==> config.mk <==
export PLATFORM = sky130hd
export DESIGN_NAME = rpsc_fault_latch
export DESIGN_NICKNAME = d
export VERILOG_FILES = /design/src/rtl/rpsc_fault_latch.sv
export SDC_FILE = /design/constraint.sdc
export NUM_CORES = 1
export LEC_CHECK = 0
export CAP_MARGIN = 20
export CORE_MARGIN = 1
export CORE_UTILIZATION = 35
export CTS_CLUSTER_DIAMETER = 60
export CTS_CLUSTER_SIZE = 10
export DETAILED_ROUTE_END_ITERATION = 7
export DONT_BUFFER_PORTS = 1
export PLACE_DENSITY = 0.59
export SYNTH_ARGS = -nofsm -noshare
export SYNTH_HDL_FRONTEND = slang
export SYNTH_SLANG_ARGS = --single-unit
==> constraint.sdc <==
create_clock -name clk -period 2.7 [get_ports clk]
set_clock_uncertainty 0.2 [all_clocks]
set_input_delay 0.405 -clock clk [delete_from_list [all_inputs] [get_ports clk]]
set_output_delay 0.405 -clock clk [all_outputs]
set_load 0.005 [all_outputs]
==> src/rtl/rpsc_fault_latch.sv <==
// Five-channel fault latch: synchronize, debounce, latch until acknowledged.
// Tracks first-fault channel(s), trip count and refused acknowledges.
module rpsc_fault_latch #(
  parameter int unsigned DEBOUNCE_CYCLES = 4
) (
  input  logic       clk,
  input  logic       rst_n,
  input  logic [4:0] i_not_fault,
  input  logic       i_ack,
  input  logic [4:0] i_mask,
  output logic       o_ff1,
  output logic       o_ff2,
  output logic       o_ff3,
  output logic       o_ff4,
  output logic       o_ff6,
  output logic       o_fault_any,
  output logic [4:0] o_first_fault,
  output logic [7:0] o_trip_count,
  output logic       o_clear_blocked
);

  localparam logic [7:0] DBC = 8'(DEBOUNCE_CYCLES);

  typedef enum logic [1:0] {
    S_CLEAR,
    S_DEB,
    S_LAT
  } ch_state_e;

  ch_state_e  state_q [5];
  ch_state_e  state_d [5];
  logic [7:0] cnt_q   [5];
  logic [7:0] cnt_d   [5];

  logic [4:0] sync1_q, sync2_q;
  logic [4:0] fault;
  logic       ack_q;
  logic       ack_rise;
  logic [4:0] ff_q, ff_d;
  logic [4:0] new_lat;
  logic       any_q, any_d;
  logic [4:0] first_q, first_d;
  logic [7:0] trip_q, trip_d;
  logic       blk_q, blk_d;

  assign fault    = ~sync2_q;
  assign ack_rise = i_ack & ~ack_q;

  // Per-channel debounce/latch next state plus derived status.
  always_comb begin
    new_lat = '0;
    ff_d    = '0;
    for (int i = 0; i < 5; i++) begin
      state_d[i] = state_q[i];
      cnt_d[i]   = cnt_q[i];
      unique case (state_q[i])
        S_CLEAR: begin
          cnt_d[i] = '0;
          if (fault[i] && !i_mask[i]) begin
            state_d[i] = S_DEB;
            cnt_d[i]   = 8'd1;
          end
        end
        S_DEB: begin
          if (i_mask[i]) begin
            state_d[i] = S_CLEAR;
            cnt_d[i]   = '0;
          end else if (cnt_q[i] == DBC) begin
            state_d[i] = S_LAT;
            cnt_d[i]   = '0;
            new_lat[i] = 1'b1;
          end else if (fault[i]) begin
            cnt_d[i] = cnt_q[i] + 8'd1;
          end else begin
            state_d[i] = S_CLEAR;
            cnt_d[i]   = '0;
          end
        end
        S_LAT: begin
          cnt_d[i] = '0;
          if (ack_rise && !fault[i]) begin
            state_d[i] = S_CLEAR;
          end
        end
        default: begin
          state_d[i] = S_CLEAR;
          cnt_d[i]   = '0;
        end
      endcase
      ff_d[i] = (state_d[i] == S_LAT);
    end
    any_d = |ff_d;
    blk_d = ack_rise & |(ff_q & fault);
    if (!any_d) begin
      first_d = '0;
    end else if (!any_q) begin
      first_d = new_lat;
    end else begin
      first_d = first_q;
    end
    trip_d = trip_q;
    if (|new_lat && trip_q != 8'hFF) begin
      trip_d = trip_q + 8'd1;
    end
  end

  // State, synchronizer and registered output flops.
  always_ff @(posedge clk or negedge rst_n) begin
    if (!rst_n) begin
      for (int i = 0; i < 5; i++) begin
        state_q[i] <= S_CLEAR;
        cnt_q[i]   <= '0;
      end
      sync1_q <= '1;
      sync2_q <= '1;
      ack_q   <= 1'b1;
      ff_q    <= '0;
      any_q   <= 1'b0;
      first_q <= '0;
      trip_q  <= '0;
      blk_q   <= 1'b0;
    end else begin
      for (int i = 0; i < 5; i++) begin
        state_q[i] <= state_d[i];
        cnt_q[i]   <= cnt_d[i];
      end
      sync1_q <= i_not_fault;
      sync2_q <= sync1_q;
      ack_q   <= i_ack;
      ff_q    <= ff_d;
      any_q   <= any_d;
      first_q <= first_d;
      trip_q  <= trip_d;
      blk_q   <= blk_d;
    end
  end

  assign o_ff1           = ff_q[0];
  assign o_ff2           = ff_q[1];
  assign o_ff3           = ff_q[2];
  assign o_ff4           = ff_q[3];
  assign o_ff6           = ff_q[4];
  assign o_fault_any     = any_q;
  assign o_first_fault   = first_q;
  assign o_trip_count    = trip_q;
  assign o_clear_blocked = blk_q;

endmodule

Word-level counts from Yosys, hierarchy flattened
Cells that the tools add are included.
{ "word_totals": {"register_bits": 81, "output_inout_bits": 20, "wordCells": 152} }
{ "op_classes": {"n_bitwise": 5, "n_addsub": 6, "n_eq_ne": 22, "n_mux": 72, "n_reduce_logical": 29} }
{ "ops": {"columns": ["cell", "n"], "rows": [
  ["2-to-1 mux 8 bit", 15],
  ["case mux 8 bit (2 select lines)", 5],
  ["2-to-1 mux 2 bit", 25],
  ["adder 8 x 1 -> 8 bit (second input constant)", 6],
  ["== test 8 x 3 -> 1 bit (second input constant)", 5],
  ["case mux 2 bit (3 select lines)", 5],
  ["== test 2 bit (second input constant)", 10],
  ["2-to-1 mux 1 bit", 20],
  ["OR reduction 5 bit", 3],
  ["logical AND 1 bit", 11],
  ["== test 2 x 1 -> 1 bit (second input constant)", 5],
  ["logical NOT 1 bit", 10],
  ["logical NOT 2 bit", 5],
  ["2-to-1 mux 5 bit", 2],
  ["inequality test 8 bit (second input constant)", 1],
  ["bitwise AND 5 bit", 1],
  ["NOT 5 bit", 1],
  ["bitwise AND 1 bit", 2],
  ["inequality test 2 bit (second input constant)", 1],
  ["NOT 1 bit", 1]
]} }

Depth between registers and ports, before layout
{ "depth": {"depth_word": 8, "ltp_mapped": 7, "depth_no_buf": 7} }

Least setup slack after synthesis
Ideal clock, no wire load.
{ "synth_path": {"kind": "reg-to-reg", "start": "register cnt_q[0] (netlist bit)", "end": "register trip_q[2] (netlist: o_trip_count[2])", "setup_slack_ps": 789, "arrival_time_ps": 1587, "required_time_ps": 2375, "path_stages_with_launch": 8, "setup_time_ps": 125, "period_less_slack_ps": 1911, "cell_sequence": "dfrtp_1 > inv_1 > ha_1 > and4b_1 > nand3_1 > nand3_2 > o21ai_0 > mux2_2"} }
{ "synth_between": {"elab_chain_cells": 6} }
{ "synth_rtl": {"columns": ["element", "line_no", "source"], "rows": [
  ["start: declaration", "32", "logic [7:0] cnt_q [5];"],
  ["start signal: indexed assignment", "125", "cnt_q[i] <= cnt_d[i];"],
  ["== test 8 x 3 -> 1 bit", "68", "end else if (cnt_q[i] == DBC) begin"],
  ["2-to-1 mux 1 bit", "68", null],
  ["2-to-1 mux 1 bit", "65", "if (i_mask[i]) begin"],
  ["2-to-1 mux 1 bit", "56", "unique case (state_q[i])"],
  ["OR reduction 5 bit", "102", "if (|new_lat && trip_q != 8'hFF) begin"],
  ["logical AND 1 bit", "102", null],
  ["end signal: assignment", "133", "trip_q <= trip_d;"],
  ["end: declaration", "43", "logic [7:0] trip_q, trip_d;"]
]} }
Every way passes these cells.
A chain may end at the register's enable or synchronous reset.

Final worst setup path
{ "layout_path": {"start": "register cnt_q[0] (netlist bit)", "end": "register trip_q[6] (netlist: o_trip_count[6])"} }
The elaborated chain is that of the path after synthesis.

==> flow_metrics.env <==
export IMPL_status="completed"
export IMPL_worstSetupStartpointType="register"
export IMPL_finalInstanceArea_mm2=0.00414
export IMPL_synth_edf_count=0
export IMPL_dieWidth_um=104
export IMPL_reg2reg_to="o_trip_count[6]"
export IMPL_initial_core_util_pct=36.6
export IMPL_synthCells=330
export IMPL_ys_seq_area_share_pct=56.0
export IMPL_crit_required_ns=2.73
export IMPL_wl_met1_mm=3.00
export IMPL_die_area_mm2=0.0108
export IMPL_ys_types=43
export IMPL_fin_crit_sh_pct=78.6
export IMPL_viasPerCell=4.81
export IMPL_synthTopCellsByArea="dfrtp_1 (48%), dfstp_2 (7.9%), nor2_1 (5.2%)"
export IMPL_cts_buffer_depth=2
export IMPL_worst_setup_path_type="register to register"
export IMPL_synth_net_count=354
export IMPL_slowest_delay_ns=0.41
export IMPL_ys_ff_latch=81
export IMPL_wirelength_mm=6.59
export IMPL_multi_input_area_mm2=0.00151
export IMPL_ys_warn_count=0
export IMPL_cts_tree="yes"
export IMPL_synth_area_mm2=0.00365
export IMPL_r2r_slack_ns=0.58
export IMPL_highest_layer="met4"
export IMPL_finalNetCount=373
export IMPL_num_vias=2343
export IMPL_wl_met2_mm=3.16
export IMPL_cp_cell_sequence="inv_1, ha_1, and4b_1, nand3_1, nand3_2, o21ai_0, mux2_2"
export IMPL_crit_fanout=7
export IMPL_n_fill_cell=965
export IMPL_worstRegToRegCells=7
export IMPL_hold_path_class="primary input to register"
export IMPL_hold_depth=2
export IMPL_seq_area_mm2=0.00204
export IMPL_hold_slack_ns=0.0385
export IMPL_drv_cap=0
export IMPL_postLayoutSetupSlackWorst_ns=0.579
export IMPL_crit_family="simple AND/OR/NAND/NOR gates"
export IMPL_cp_slowest_cell="dfrtp_1"
export IMPL_io_pins=33
export IMPL_fp_row_count=36
export IMPL_numCtsBuffers=9
export IMPL_total_leakage_power_uw=0.00188
export IMPL_fp_dieH_um=104
export IMPL_end_kind="register"
export IMPL_ys_flop_type="dfrtp_1"
export IMPL_drt_iter0_drc=94
export IMPL_drive_gt1_share_pct=13.6
export IMPL_clkTransAtPathRegs_ns=0.08
export IMPL_grt_max_degree=82
export IMPL_synth_top_cell_area_share_pct=48.0
export IMPL_firstDrtPassIters=4
export IMPL_setup_viol=0
export IMPL_htreeDepth=3
export IMPL_clock_sinks=81
export IMPL_postPlaceCellArea_mm2=0.00381
export IMPL_post_route_drc_count=0
export IMPL_coreArea_mm2=0.00995
export IMPL_worst_path_buf_inv=1
export IMPL_antenna_found_initial=0
export IMPL_hp_start="i_mask[1]"
export IMPL_synth_largest_area_cell="dfrtp_1"
export IMPL_vdd_drop_max_mv=0.214
export IMPL_diodes=0
export IMPL_slew_violations=0
export IMPL_fin_cells=487
export IMPL_track_usage_pct=13.4
export IMPL_cts_root_buf="clkbuf_8"
export IMPL_dp_slack_ns=0.590
export IMPL_io_buffers=0
export IMPL_dpl_cell_count=461
export IMPL_rsz0062_at_grt="no"
export IMPL_clk_latency_ns=0.35
export IMPL_r2r_start="cnt_q[0]"
export IMPL_wire_per_inst_um=13.5
export IMPL_finalHoldViolations=0
export IMPL_async_reset_ff_share_pct=100
export IMPL_overflow=0
export IMPL_place_hpwl_mm=4.60
export IMPL_syn2layout_area_growth_pct=13.5
export IMPL_fmax_mhz=471
export IMPL_grt_pass1_wl_mm=11.4
export IMPL_tns_ns=0
export IMPL_drtAntennaViolNets=0
export IMPL_powerDensity_mw_per_mm2=545
export IMPL_fin_crit_ns=2.12
export IMPL_relSlewSlack_pct=61.8
export IMPL_route_met3_wl_um=340
export IMPL_gp_congestion=0.742
export IMPL_avgSynthCellArea_um2=11.1
export IMPL_first_global_vias=2371
export IMPL_hold_path_end="state_q[6]"
export IMPL_worst_slew_pin_slew_ns=0.572
export IMPL_worstPathArrival_ns=2.15
==> timing repair <==
action                                  in CTS  in global routing
endpoints found under the setup margin       0                  0
endpoints found under the hold margin       89                  0
setup buffers                                0                  0
gates resized for setup                      0                  0
hold buffers                                10                  0
==> layout make-up <==
type / instances / area share (%)
Inverter: 25 / 2.27
Sequential cell: 81 / 49.3
Clock inverter: 4 / 1.21
Timing Repair Buffer: 10 / 2.84
Multi-Input combinational cell: 222 / 36.4
Tap cell: 133 / 4.02
Clock buffer: 12 / 3.99
==> placed cells by master (no fill, tap or decap), types with 4 or more instances in the layout <==
master	synthesis	layout
nor2_1	51	51
nand3_1	21	21
dfrtp_1	70	70
a21oi_1	7	7
inv_1	25	25
xnor2_1	12	12
xor2_1	19	19
dfstp_2	11	11
a211o_1	5	5
nand2_1	24	24
and3_1	11	11
nand4_1	4	4
ha_1	11	11
dlygate4sd3_1	0	9
nor2b_1	4	4
o21ai_0	5	5
clkbuf_8	0	12
mux2_2	6	6
==> worst max-delay path by stage <==
stage,start,end,cells after the start
finish,cnt_q[0],o_trip_count[6],7
global route,cnt_q[0],o_trip_count[4],7
CTS,cnt_q[0],o_trip_count[6],7
detailed placement,cnt_q[0],o_trip_count[4],7
global placement,cnt_q[0],o_trip_count[6],7
floorplan,cnt_q[0],o_trip_count[2],7
==> sequential cells by signal, indices dropped and copies added, names as in the netlist <==
name,flops
o_clear_blocked,1
sync1_q,5
o_fault_any,1
sync2_q,5
cnt_q,40
o_trip_count,8
o_first_fault,5
ff_q,5
ack_q,1
state_q,10
==> Yosys cell counts (2+ instances only) <==
master and instances:
dfrtp_1 70, nor2_1 51, inv_1 25, nand2_1 24, nand3_1 21, xor2_1 19, xnor2_1 12, and3_1 11
dfstp_2 11, ha_1 11, a21oi_1 7, mux2_2 6, a211o_1 5, o21ai_0 5, nand4_1 4, nor2b_1 4
a21boi_0 3, and3b_1 3, nand4_2 3, nand4b_1 3, nor3_1 3, nor4_4 3, nor4_2 2, o22ai_1 2
o32a_1 2, o41ai_1 2, or3_1 2
==> metrics by stage <==
stage / util [%] / total power, uW
global placement: 38.2 / 1320
floorplan: - / 1310
global route: 41.6 / 2360
CTS: 41.6 / 2300
detailed placement: 38.2 / 1320
finish: 41.6 / 2260
==> per-layer routing <==
| metal | global-route usage, % | vias to the layer above |
|---|---|---|
| met5 | 0 | - |
| met4 | 4.18 | 0 |
| met3 | 5.45 | 9 |
| met2 | 21.1 | 30 |
| met1 | 16.7 | 1150 |
| li1 | - | 1154 |
==> worst register-to-register path, stage by stage, from the launching register on <==
cell and delay (ns):
dfrtp_1 0.41, inv_1 0.06, ha_1 0.20, and4b_1 0.18
nand3_1 0.18, nand3_2 0.20, o21ai_0 0.24, mux2_2 0.35
==> logic make-up (layout without fill, tap and decap cells) <==
group | after synthesis | after routing | share of synthesized area, %
AO/OA/AOI/OAI | 30 | 30 | 5.90
XOR/XNOR | 31 | 31 | 7.44
adder cells (fa/ha/maj) | 11 | 11 | 3.77
buffers and inverters | 27 | 51 | 2.78
flip-flops | 81 | 81 | 56.0
multiplexers | 7 | 7 | 2.26
AND/OR/NAND/NOR | 143 | 143 | 21.9
==> where the power goes <==
part | switching, uW | internal (uW) | total (uW)
clock | 419 | 501 | 921
sequential | 19.4 | 1240 | 1260
combinational | 46.6 | 31.3 | 77.9
total | 486 | 1770 | 2260
Power figures use the tool's default switching activity.
